`src/rtl/fp_stream_accum.sv`:
```
// ---------------------------------------------------------------------------
// fp_stream_accum
//   Streaming IEEE-754 single-precision reduction. After a start pulse the
//   block accepts `len` elements on a valid/ready stream. It folds each
//   element into an accumulator through an external combinational adder
//   (add_a/add_b -> add_s). It then presents the final sum on a
//   valid/ready output.
//
//   Optional feature macro: FP_ACC_SPECIAL_EN
//     When defined, any accepted element with exponent 0xFF sets a sticky
//     flag. When that flag is set, the result is forced to the quiet NaN
//     0x7FC00000 and out_special is raised. When undefined, out_special is
//     tied low and specials pass straight through to the adder.
//
//   Ports
//     clk          clock, all state on rising edge
//     rst_n        asynchronous active-low reset
//     start        begin a reduction (sampled only while idle)
//     len          element count, latched with start
//     in_valid     in_data carries an operand
//     in_data      operand (IEEE-754 single)
//     in_ready     block accepts in_data this cycle
//     add_a/add_b  operands to the external fp adder (acc, in_data)
//     add_s        sum from the external adder, same cycle
//     out_valid    out_data holds the final sum
//     out_data     final sum (equals acc except for a forced NaN)
//     out_ready    consumer accepts out_data
//     busy         high whenever the FSM is not idle
//     out_special  result is a forced NaN
// ---------------------------------------------------------------------------
module fp_stream_accum #(
  parameter int CNT_W = 8
) (
  input  logic             clk,
  input  logic             rst_n,
  input  logic             start,
  input  logic [CNT_W-1:0] len,
  input  logic             in_valid,
  input  logic [31:0]      in_data,
  output logic             in_ready,
  output logic [31:0]      add_a,
  output logic [31:0]      add_b,
  input  logic [31:0]      add_s,
  output logic             out_valid,
  output logic [31:0]      out_data,
  input  logic             out_ready,
  output logic             busy,
  output logic             out_special
);

  typedef enum logic [1:0] {
    ST_IDLE = 2'd0,
    ST_ACC  = 2'd1,
    ST_DONE = 2'd2
  } state_t;

  localparam logic [CNT_W-1:0] REM_ONE  = CNT_W'(1);
  localparam logic [CNT_W-1:0] REM_ZERO = {CNT_W{1'b0}};
  localparam logic [31:0]      ACC_ZERO = 32'h0000_0000;

  state_t           r_state;
  logic [31:0]      r_acc;
  logic [CNT_W-1:0] r_rem;
  logic             r_in_ready;
  logic             r_out_valid;
  logic             r_busy;
  logic             w_accept;

  // An element is consumed only while the block advertises ready.
  assign w_accept  = r_in_ready & in_valid;

  assign add_a     = r_acc;
  assign add_b     = in_data;
  assign in_ready  = r_in_ready;
  assign out_valid = r_out_valid;
  assign busy      = r_busy;

  // Reduction FSM: state, accumulator, remaining count and handshake outputs.
  always_ff @(posedge clk or negedge rst_n) begin
    if (!rst_n) begin
      r_state     <= ST_IDLE;
      r_acc       <= ACC_ZERO;
      r_rem       <= REM_ZERO;
      r_in_ready  <= 1'b0;
      r_out_valid <= 1'b0;
      r_busy      <= 1'b0;
    end else begin
      case (r_state)
        ST_IDLE: begin
          if (start) begin
            r_acc  <= ACC_ZERO;
            r_busy <= 1'b1;
            if (len != REM_ZERO) begin
              r_rem      <= len;
              r_in_ready <= 1'b1;
              r_state    <= ST_ACC;
            end else begin
              // Empty reduction: the result is the zero accumulator.
              r_rem       <= REM_ZERO;
              r_out_valid <= 1'b1;
              r_state     <= ST_DONE;
            end
          end else begin
            r_state <= ST_IDLE;
          end
        end
        ST_ACC: begin
          if (w_accept) begin
            r_acc <= add_s;
            r_rem <= r_rem - REM_ONE;
            // Leave on the last element so rem never wraps below zero.
            if (r_rem == REM_ONE) begin
              r_in_ready  <= 1'b0;
              r_out_valid <= 1'b1;
              r_state     <= ST_DONE;
            end else begin
              r_state <= ST_ACC;
            end
          end else begin
            r_state <= ST_ACC;
          end
        end
        ST_DONE: begin
          if (out_ready) begin
            r_out_valid <= 1'b0;
            r_busy      <= 1'b0;
            r_state     <= ST_IDLE;
          end else begin
            r_state <= ST_DONE;
          end
        end
        default: begin
          r_state     <= ST_IDLE;
          r_acc       <= ACC_ZERO;
          r_rem       <= REM_ZERO;
          r_in_ready  <= 1'b0;
          r_out_valid <= 1'b0;
          r_busy      <= 1'b0;
        end
      endcase
    end
  end

`ifdef FP_ACC_SPECIAL_EN
  localparam logic [31:0] QNAN = 32'h7FC0_0000;

  // Inf and NaN both carry an all-ones exponent.
  function automatic logic is_special(input logic [31:0] f);
    return (f[30:23] == 8'hFF);
  endfunction

  logic r_flag;

  // Sticky special-operand flag, cleared by an accepted start.
  always_ff @(posedge clk or negedge rst_n) begin
    if (!rst_n) begin
      r_flag <= 1'b0;
    end else if ((r_state == ST_IDLE) && start) begin
      r_flag <= 1'b0;
    end else if (w_accept) begin
      r_flag <= r_flag | is_special(in_data);
    end else begin
      r_flag <= r_flag;
    end
  end

  // The NaN override shows only while a result is being presented.
  assign out_special = r_out_valid & r_flag;
  assign out_data    = (r_out_valid & r_flag) ? QNAN : r_acc;
`else
  assign out_special = 1'b0;
  assign out_data    = r_acc;
`endif

endmodule
```
`config.mk`:
```
export PLATFORM = sky130hd
export DESIGN_NAME = fp_stream_accum
export DESIGN_NICKNAME = d
export VERILOG_FILES = /design/src/rtl/fp_stream_accum.sv
export SDC_FILE = /design/constraint.sdc
export NUM_CORES = 1
export LEC_CHECK = 0
export BUFFER_PORTS_ARGS = -buffer_cell sky130_fd_sc_hd__buf_2
export CELL_PAD_IN_SITES_DETAIL_PLACEMENT = 1
export CELL_PAD_IN_SITES_GLOBAL_PLACEMENT = 2
export CORE_MARGIN = 2
export CORE_UTILIZATION = 24
export CTS_CLUSTER_DIAMETER = 30
export CTS_CLUSTER_SIZE = 30
export DETAILED_ROUTE_END_ITERATION = 7
export PLACE_DENSITY_LB_ADDON = 0.15
export SYNTH_ARGS = -nofsm -noshare
export SYNTH_HDL_FRONTEND = slang
export SYNTH_SLANG_ARGS = --single-unit
export TNS_END_PERCENT = 30
```
`constraint.sdc`:
```
create_clock -name clk -period 3.1 [get_ports clk]
set_input_delay 0.155 -clock clk [delete_from_list [all_inputs] [get_ports clk]]
set_output_delay 0.155 -clock clk [all_outputs]
set_load 0.01 [all_outputs]
```
**Word level (Yosys, flattened, before mapping)**

Cells that the tools add are included.

- Register bits: 45
- Output and inout bits: 100
- Word-level logic and storage cells: 51

- Add/sub/neg operators: 1
- Equality and inequality tests: 9
- Mux-type cells: 26
- Bitwise gates (word level): 3
- Reduce and logical (&&, ||, !) cells: 6

Operators with widths:

| operator | count |
|---|---|
| $pmux W32 S3 | 1 |
| $mux W32 | 2 |
| $mux W8 | 3 |
| $pmux W8 S3 | 1 |
| $ne A2 B2 Y1 const B | 6 |
| $mux W1 | 10 |
| $mux W2 | 5 |
| $reduce_and A5 Y1 | 2 |
| $pmux W1 S3 | 3 |
| $eq A8 B1 Y1 const B | 1 |
| $reduce_bool A8 Y1 | 1 |
| $sub A8 B1 Y8 const B | 1 |
| $pmux W2 S3 | 1 |
| $reduce_and A3 Y1 | 2 |
| $eq A2 B1 Y1 const B | 1 |
| $eq A2 B2 Y1 const B | 1 |
| $logic_not A2 Y1 | 1 |
| $not A1 Y1 | 2 |
| $and A1 B1 Y1 | 1 |

**Depth between registers and ports, before layout**

- Depth in word-level cells: 4
- Gate-level depth with buffers: 7
- Mapped depth without buffers: 6

**Least setup slack after synthesis**

Ideal clock, no wire load.

- Path kind: register to register
- From: reg r_rem[0]
- To: reg r_rem[7]
- Library setup time: 69 ps
- Data arrival time: 1625 ps
- Required time: 3031 ps
- Slack: 1406 ps
- Cell stages (with the launch flop): 5
- Path buffers: 0
- Cells stage by stage: dfrtp_1 > or4_4 > nor4_4 > or4b_1 > nand3_1

- Cells in the longest elaborated chain, start to end: 3

RTL lines:

| what | RTL line | source |
|---|---|---|
| from (decl) | 63 | `logic [CNT_W-1:0] r_rem;` |
| from (signal assigned) | 94 | `r_rem <= len;` |
| from (signal assigned) | 110 | `r_rem <= r_rem - REM_ONE;` |
| $sub A8 B1 Y8 | 110 |  |
| $mux W8 | 108 | `if (w_accept) begin` |
| $pmux W8 S3 | 88 | `case (r_state)` |

No other way between the ends. The select of a mux whose other input is x is not followed.
A chain may end at the register's enable or synchronous reset.

**Worst setup path after layout**

- From: reg r_state[1]
- To: reg r_rem[7]

- Cells in the longest elaborated chain, start to end: 3
- Elaborated cells on any way between the ends: 8

RTL lines:

| what | RTL line | source |
|---|---|---|
| from (decl) | 61 | `state_t r_state;` |
| from (signal assigned) | 81 | `r_state <= ST_IDLE;` |
| from (signal assigned) | 96 | `r_state <= ST_ACC;` |
| from (signal assigned) | 101 | `r_state <= ST_DONE;` |
| $eq A2 B1 Y1, or another cell as far along | 88 |  |
| $ne A2 B2 Y1 (no line) or $not A1 Y1 (tied branches) | -- |  |
| $reduce_and A3 Y1 (no line) | -- |  |

Several ways; a longest one is shown, not always the timed one.

==> results by group <==
Run status
  • Status: completed

Floorplanning
  • Core region area: about 0.010 mm2
  • Die area: 0.0112 mm2
  • Initial Util: 24.5%
  • Row count: 37
  • Die X-Extent: approximately 110 um
  • Io pins: between 150 and 200
  • Die span in y: 106 um

Hold path
  • Hold WC Path Type: input port to flop
  • Worst Hold Launch: add_s[0]

Timing
  • Max Transition Viols Final: 0
  • Final min period: 2040 ps
  • F_max: just under 0.5 GHz
  • Final period util: 65.8%
  • Endpoints failing setup: 0
  • RSZ-0062 raised after global routing: no
  • Final Hold Viols: 0
  • Worst Max-Slew Pin Slew: roughly 980 ps
  • Max Clock Skew: 4.54 ps
  • PnR worst setup slack: roughly 1100 ps
  • Slew headroom: between 30% and 40%
  • Final Hold Slack: ~82 ps
  • TNS Setup: 0 ps

Synthesis
  • Yosys top cell area share: 45.1%
  • Post-Syn Area per Cell: 10.4 um2
  • Yosys warning count: 0
  • Number of synthesized flops with an enable pin: 0
  • #FFs+latches synth: 45
  • Number of cells produced by synthesis: about 240
  • Syn_nets: 320
  • Register area share after synthesis: between 40 and 50%
  • Cell Area, Synth: around 0.0025 mm2
  • Synth async-reset ratio: 100%
  • Post-synth top area cell: dfrtp_1
  • Post-synth top flop: dfrtp_1
  • Unique masters post-synth: 44
  • Largest cells by area after synthesis: dfrtp_1 (45%), buf_4 (20%), a22o_1 (11%)

Detailed routing
  • Final WL: between 6 and 7 mm
  • Routed vias/inst: between 4 and 5
  • Routed vias: roughly 1900
  • DRC Markers: 0
  • Avg WL per Cell: roughly 15 um
  • Routed Antenna Nets: 0
  • Initial DRC count: 54
  • TritonRoute pass-1 iters: 4

Clocking
  • Cts-stage hold buffer count: 1
  • CTS max path bufs: 2
  • Post-cts resize count: 0
  • Total CTS buffers: 5
  • H-tree depth: 2
  • Root buf cell: clkbuf_8
  • Clock latency on the worst-skew pair: between 200 and 300 ps
  • Setup Buffers After CTS: 0
  • CTS tree: built
  • Clock Sinks: 45
  • Clk slew on worst S/H paths: around 90 ps

Placement
  • GP Congestion: roughly 0.67
  • I/O Buffers: about 110
  • Dpl hpwl: about 4.6 mm
  • Post-Place Setup Slack: 994 ps
  • Area post-placement: about 0.0027 mm2
  • Cell Count Post-Placement: 415

Global routing
  • Tot GR Track Use: 11.5%
  • Total gr overflow: 0
  • Antenna violations before repair: 0
  • First-pass GRT wire length: a little over 10 mm
  • Vias in the first global route: about 1900
  • Pin count of the biggest net entering global routing: 41

Setup path
  • CP endpoint kind: flop
  • Critical Path AT: about 2200 ps
  • Critical path startpoint: r_state[1]
  • CP Max Fanout: 40
  • RR Startpoint: r_state[1]
  • CP required: ~3300 ps
  • Setup CP Type: flop to flop
  • Crit start category: flop

Power
  • Design Power: 2.92 mW
  • P_leak: ~1.4 nW
  • Peak VDD IR: 0.229 mV
  • Power Density: between 1000 and 1500 mW/mm2

Final layout
  • Antenna Diode Count: 0
  • Finished Cell Area: about 0.0028 mm2
  • Commonest non-fill, non-tap cell in the layout: buf_2
  • Final #Nets: 366
  • Synthesis-to-layout area growth: 13.8%
  • Commonest cells after routing, fill and taps aside: buf_2 (111), dfrtp_1 (45), a22o_1 (32)
  • Share of cells above drive strength 1: 44.4%
  • Finished Layout Cells: 424
  • Final core utilization: between 20% and 30%

Flow run
  • Max-cap violation count: 0
## worst max-delay path: stages (launching register included)
cell       delay, ps
dfrtp_1          600
and2b_4          280
o2bb2ai_4        750
or4b_1           220
nand3_1           70
## flip-flops by register name, summed over array words and instances (netlist names)
register   count
add_a         32
r_rem          8
r_state        2
busy           1
in_ready       1
out_valid      1
## cells by family after synthesis
kind of cell / count (synthesis) / synth area share [%]
flops: 45 / 45.1
simple gates: 45 / 10.4
buf+inv: 80 / 22.4
compound gates: 66 / 20.2
fa+ha+maj: 2 / 1.00
other cells: 1 / 0.150
xor+xnor: 2 / 0.702
## per-layer routing
| metal | wire length [um] | track usage (%) | part of all wire, % |
|---|---|---|---|
| met1 | 3050 | 15.6 | 47 |
| met4 | 44 | 2.54 | 0.68 |
| met5 | 0 | 0 | 0 |
| met3 | 459 | 3.31 | 7.1 |
| met2 | 2920 | 18.3 | 45 |
## power by group
group / internal (mW) / leakage [nW] / switching, mW
sequential: 0.845 / 0.542 / 0.245
combinational: 0.613 / 0.812 / 0.750
clock: 0.263 / 0.0585 / 0.201
## cell type report
class | count | area (um2)
Clock buffer | 7 | 86.3
Clock inverter | 1 | 30.0
Fill cell | 1221 | 7340
Inverter | 4 | 15.0
Multi-Input combinational cell | 116 | 825
Sequential cell | 45 | 1130
Tap cell | 136 | 170
Timing Repair Buffer | 115 | 588
## synthesized netlist by cell type, types with 2 or more instances
| library cell | number |
|---|---|
| nand4_1 | 2 |
| a21oi_1 | 6 |
| nor2_1 | 11 |
| a22o_1 | 32 |
| clkbuf_1 | 8 |
| nand3b_1 | 2 |
| a31oi_1 | 2 |
| buf_4 | 67 |
| nand2_1 | 10 |
| nor2b_1 | 3 |
| nand3_1 | 4 |
| o31ai_1 | 3 |
| o21ai_0 | 7 |
| inv_1 | 4 |
| ha_1 | 2 |
| or4_1 | 2 |
| dfrtp_1 | 45 |
| o21ai_1 | 5 |
## path summary, 6_finish.rpt
check                                 end  slack, ps  cells after the start
worst max-delay path             r_rem[7]       1060                      4
worst min register to register       busy        520                      2
worst max register to register   r_rem[7]       1060                      4
worst min-delay path             add_a[0]         80                      2
max in group asynchronous       add_a[31]       1980                      3
min in group asynchronous       add_a[12]        400                      2
No activity file was read; power rests on OpenSTA's default activity.
